### config.mk
export PLATFORM = sky130hd
export DESIGN_NAME = sw_obj_table_flat
export DESIGN_NICKNAME = d
export VERILOG_FILES = /design/src/rtl/sw_obj_pkg.sv /design/src/rtl/sw_obj_table_if.sv /design/src/rtl/sw_word_bank.sv /design/src/rtl/sw_obj_table.sv /design/src/flat_wrapper.sv
export SDC_FILE = /design/constraint.sdc
export NUM_CORES = 2
export LEC_CHECK = 0
export ABC_AREA = 1
export BUFFER_PORTS_ARGS = -buffer_cell sky130_fd_sc_hd__buf_2
export CORE_MARGIN = 4
export CORE_UTILIZATION = 58
export DETAILED_ROUTE_END_ITERATION = 6
export PLACE_DENSITY = 0.8
export SLEW_MARGIN = 30
export SYNTH_ARGS = -nofsm -noshare
export SYNTH_HDL_FRONTEND = slang
export SYNTH_SLANG_ARGS = --single-unit
### constraint.sdc
create_clock -name Clk -period 1.7 [get_ports Clk]
set_clock_uncertainty 0.15 [all_clocks]
set_input_delay 0.085 -clock Clk [delete_from_list [all_inputs] [get_ports Clk]]
set_output_delay 0.085 -clock Clk [all_outputs]
set_load 0.02 [all_outputs]
### src/rtl/sw_obj_pkg.sv
// sw_obj_pkg: shared widths, handshake codes and FSM state for the software object table.
package sw_obj_pkg;
  localparam int NUM_WORDS = 16;
  localparam int DATA_W = 32;
  localparam int FC_W = 8;
  localparam int IDX_W = $clog2(NUM_WORDS);
  localparam logic [1:0] HS_IDLE = 2'b00;
  localparam logic [1:0] HS_REQ = 2'b01;
  typedef enum logic {IDLE, ACK} state_t;
endpackage

### src/rtl/sw_obj_table_if.sv
// sw_obj_table_if: software mailbox, frame timing and renderer read signals.
interface sw_obj_table_if;
  import sw_obj_pkg::*;
  logic [NUM_WORDS*DATA_W-1:0] hw_words;
  logic [1:0] hw_sig;
  logic [1:0] sw_sig;
  logic frame_start;
  logic [FC_W-1:0] frame_count;
  logic commit;
  logic [IDX_W-1:0] rd_idx;
  logic [DATA_W-1:0] rd_data;
  modport master(output hw_words, hw_sig, frame_start, rd_idx, input sw_sig, frame_count, commit, rd_data);
  modport slave(input hw_words, hw_sig, frame_start, rd_idx, output sw_sig, frame_count, commit, rd_data);
endinterface

### src/rtl/sw_word_bank.sv
// sw_word_bank: word bank with parallel whole-bank load and registered indexed read.
module sw_word_bank #(
  parameter int N = 16,
  parameter int W = 32
) (
  input  logic                 Clk,
  input  logic                 Reset,
  input  logic                 load,
  input  logic [N*W-1:0]       din,
  input  logic [$clog2(N)-1:0] rd_idx,
  output logic [N*W-1:0]       q,
  output logic [W-1:0]         rd_data
);
  always_ff @(posedge Clk) begin
    if (Reset) begin
      q <= '0;
      rd_data <= '0;
    end else begin
      if (load) q <= din;
      rd_data <= q[W*rd_idx +: W];
    end
  end
endmodule

### src/rtl/sw_obj_table.sv
// sw_obj_table: atomic snapshot capture from software, promoted to the active bank at frame start.
module sw_obj_table
  import sw_obj_pkg::*;
(
  input logic Clk,
  input logic Reset,
  sw_obj_table_if.slave bus
);
  state_t state;
  logic pending;
  logic commit_q;
  logic [FC_W-1:0] fc;
  logic [NUM_WORDS*DATA_W-1:0] shadow_q;
  logic [NUM_WORDS*DATA_W-1:0] active_q;
  logic [DATA_W-1:0] rd_q;
  logic [DATA_W-1:0] unused_shadow_rd;
  logic cap;
  logic do_commit;
  assign cap = (state == IDLE) && (bus.hw_sig == HS_REQ);
  assign do_commit = bus.frame_start && pending;
  sw_word_bank #(.N(NUM_WORDS), .W(DATA_W)) u_shadow (
    .Clk(Clk), .Reset(Reset), .load(cap), .din(bus.hw_words),
    .rd_idx(bus.rd_idx), .q(shadow_q), .rd_data(unused_shadow_rd)
  );
  // Active loads the pre-edge shadow, so a same-cycle capture lands only in shadow.
  sw_word_bank #(.N(NUM_WORDS), .W(DATA_W)) u_active (
    .Clk(Clk), .Reset(Reset), .load(do_commit), .din(shadow_q),
    .rd_idx(bus.rd_idx), .q(active_q), .rd_data(rd_q)
  );
  always_ff @(posedge Clk) begin
    if (Reset) begin
      state <= IDLE;
      pending <= 1'b0;
      commit_q <= 1'b0;
      fc <= '0;
    end else begin
      state <= (state == IDLE) ? ((bus.hw_sig == HS_REQ) ? ACK : IDLE)
                               : ((bus.hw_sig == HS_IDLE) ? IDLE : ACK);
      pending <= cap | (pending & ~bus.frame_start);
      commit_q <= do_commit;
      fc <= fc + FC_W'(bus.frame_start);
    end
  end
  assign bus.sw_sig = {pending, state == ACK};
  assign bus.commit = commit_q;
  assign bus.frame_count = fc;
  assign bus.rd_data = rd_q;
endmodule

### src/flat_wrapper.sv
// flat-port wrapper written by rule: the top's interface ports become plain ports
module sw_obj_table_flat import sw_obj_pkg::*;
  (Clk, Reset, bus_hw_words, bus_hw_sig, bus_frame_start, bus_rd_idx, bus_sw_sig, bus_frame_count, bus_commit, bus_rd_data);
  sw_obj_table_if bus_i ();
  input logic Clk;
  input logic Reset;
  input wire logic [$bits(bus_i.hw_words)-1:0] bus_hw_words;
  input wire logic [$bits(bus_i.hw_sig)-1:0] bus_hw_sig;
  input wire logic [$bits(bus_i.frame_start)-1:0] bus_frame_start;
  input wire logic [$bits(bus_i.rd_idx)-1:0] bus_rd_idx;
  output wire logic [$bits(bus_i.sw_sig)-1:0] bus_sw_sig;
  output wire logic [$bits(bus_i.frame_count)-1:0] bus_frame_count;
  output wire logic [$bits(bus_i.commit)-1:0] bus_commit;
  output wire logic [$bits(bus_i.rd_data)-1:0] bus_rd_data;
  assign bus_i.hw_words = bus_hw_words;
  assign bus_i.hw_sig = bus_hw_sig;
  assign bus_i.frame_start = bus_frame_start;
  assign bus_i.rd_idx = bus_rd_idx;
  assign bus_sw_sig = bus_i.sw_sig;
  assign bus_frame_count = bus_i.frame_count;
  assign bus_commit = bus_i.commit;
  assign bus_rd_data = bus_i.rd_data;
  sw_obj_table u_core (.Clk(Clk), .Reset(Reset), .bus(bus_i));
endmodule
==> results.py <==
metrics = {
    "placed_design": {
        "io_buffers": 563,
        "placed_cells": 6946,
        "pre_cts_slack_ps": -152.1,
        "post-dp-hpwl_um": 105400,
        "gp_congestion": 0.9663,
    },
    "sta": {
        "drv_slew": 0,
        "timing.final.crit_share_pct": 122.5,
        "relSlewSlack_pct": 45.56,
        "worstMarginPinSlew_ps": 816.7,
        "fin_setup_tns_ps": -1344,
        "setup_violations": 41,
        "rsz0062_at_grt": "true",
        "finalHoldViolations": 0,
        "finalCriticalPeriod_ps": 2082,
        "timing.hold.ws_ps": 65.95,
        "fmax_mhz": 480.4,
        "setup_ws_ps": -381.7,
    },
    "drt": {
        "wl_per_cell_um": 23.88,
        "dr.pass1.iters": 7,
        "via_per_inst": 6.018,
        "drt-total-wl_um": 183600,
        "ant_nets": 0,
        "drt_iter0_drc": 7318,
        "vias": 46290,
        "drc": 23,
    },
    "floorplan": {
        "initial_core_util_pct": 58.75,
        "fp.dieArea_um2": 77040,
        "ios": 564,
        "die_y_um": 277.6,
        "design.core.area_um2": 71730,
        "die_x_um": 277.6,
        "rows": 98,
    },
    "yosys": {
        "synth_seq_area_share_pct": 50.68,
        "yosys.cell_types.count": 19,
        "synth_edf_count": 0,
        "synth-seq-cells": 1067,
        "async_reset_ff_share_pct": 0,
        "yosys-top-cells-count": "dfxtp_1 (1067), a21oi_1 (1063), inv_1 (1035), o21ai_0 (1028), nand2_1 (521)",
        "ys.flop_type": "dfxtp_1",
        "syn-num-nets": 6152,
        "syn_inst": 5629,
        "synth.area.top_cells": "dfxtp_1 (51%), a21oi_1 (13%), o21ai_0 (12%)",
        "synth_top_area_share_pct": 50.68,
        "yosysMostFrequentCell": "dfxtp_1",
        "synth_area_um2": 42150,
        "yosysWarnings": 0,
        "post-synth-top-area-cell": "dfxtp_1",
        "syn_avg_cell_area_um2": 7.487,
    },
    "grt": {
        "grt_pass1_wl_um": 267800,
        "grt-ovfl-total": 0,
        "grt_pass1_vias": 45340,
        "grt_start_max_net_pins": 78,
        "antenna_found_initial": 27,
        "grt_use_total_pct": 44.68,
    },
    "finish": {
        "syn_to_final_growth_pct": 32.99,
        "layout-drive-gt1-share_pct": 15.50,
        "fin_cells": 7692,
        "fin_nets": 7155,
        "fill_cells": 4404,
    },
    "critical_path": {
        "cp_num_buf_inv": 2,
        "critical-path-max-stage-delay_ps": 660,
        "cp_max_fo": 24,
        "cp.arrival_ps": 2410,
        "crit_family": "compound AO/OA/AOI/OAI gates",
        "endpoint_kind": "flop",
        "required_ps": 2030,
        "crit_chain": "or2_4, buf_12, buf_6, o21ai_0, a21oi_1",
        "cp_slowest_cell": "a21oi_1",
        "setup.worst_path.start_class": "flop",
        "worstSetupPathType": "flop to flop",
    },
    "clocking": {
        "cts_sinks": 1067,
        "ctsRootBufferMaster": "clkbuf_16",
        "cts_buffer_depth": 3,
        "cts.htree.levels": 3,
        "numCtsBuffers": 106,
        "clkSlewWorstSetupHoldPaths_ps": 70,
        "clk_latency_ps": 680,
        "cts_tree": "yes",
    },
    "outcome": {
        "status": "complete, but fails checks",
        "violations": "DRC, setup timing",
    },
    "power": {
        "p_leak_nw": 23.53,
        "p_total_mw": 61.04,
        "ir_drop_uv": 1169,
        "power_density_nw_per_um2": 1089,
    },
    "run": {
        "max_cap_violations": 0,
    },
    "worst_hold_path": {
        "min_path_type": "input pin to flop",
    },
}
## path summary, 6_finish.rpt
kind,from,end,slack (ps),depth (start not counted)
setup / recovery,flop,u_core.u_shadow.q[33],-380,5
hold / removal,bus_hw_words[83],u_core.u_shadow.q[83],70,4
setup reg to reg,flop,u_core.u_shadow.q[33],-380,5
hold reg to reg,u_core.u_shadow.q[242],u_core.u_shadow.q[242],290,2
## sequential cells by signal, summed over array words and instances, names as in the netlist, named ones only
signal / flops
u_core.bus.commit: 1
u_core.bus.frame_count: 8
u_core.pending: 1
u_core.u_active.q: 512
u_core.u_active.rd_data: 32
u_core.u_shadow.q: 512
## power by group
group	internal (mW)	switching (mW)	leakage, nW
Sequential	26.4	0.948	8.74
Clock	15.1	10.7	1.84
Combinational	3.15	4.78	13.0
## layout by cell type, fill, tap and decap left out, drive strengths merged, types with 2 or more instances in the layout
master,count
buf,820
dlygate4sd3,521
o21ai,1031
nor3,2
inv,1043
nand3,446
clkbuf,151
clkinv,18
ha,2
nand4,2
bufinv,16
diode,24
nor2,5
nand2,521
dfxtp,1067
a21oi,1063
clkinvlp,8
## metal layers
metal  routed length [µm]  global-route usage [%]
met1                62540                   50.71
met2                83220                   72.20
met3                19830                   11.61
met4                17960                   34.17
met5                  101                       0
## logic make-up after synthesis
kind of cell / count (synthesis) / synth area share (%)
buf+inv: 1488 / 14.32
flops: 1067 / 50.68
compound gates: 2094 / 24.87
fa+ha+maj: 2 / 0.05937
simple gates: 978 / 10.07
## what timing repair did
item	4_1_cts	5_1_grt
setup buffers	0	2
cloned	0	5
pin swaps	0	1
gates resized for setup	4	159
endpoints found under the hold margin	702	0
setup endpoints to repair	3	119
hold buffers	521	0
## stage by stage
stage,area (µm²),utilization [%]
global route,56020,78.09
detailed placement,46660,65.05
global placement,46660,65.05
floorplan,42150,-
finish,56050,78.14
CTS,55650,77.58
## final cells by class
cell class	instances	area, µm²	area share (%)
antenna	24	60.06	0.1072
clock buffer	146	3064	5.467
clock inverter	48	705.7	1.259
inverter	1037	3915	6.985
multi-input combinational	3074	14880	26.55
sequential	1067	21360	38.11
tap	950	1189	2.121
timing repair buffer	1346	10880	19.40
## worst reg2reg max path, delay by kind of cell, from the launching register on
family          cells  cell delay [ps]
compound gates      2              770
buf+inv             2              400
flops               1              370
simple gates        1              190
Note: power is estimated with default switching activity, not from simulation.
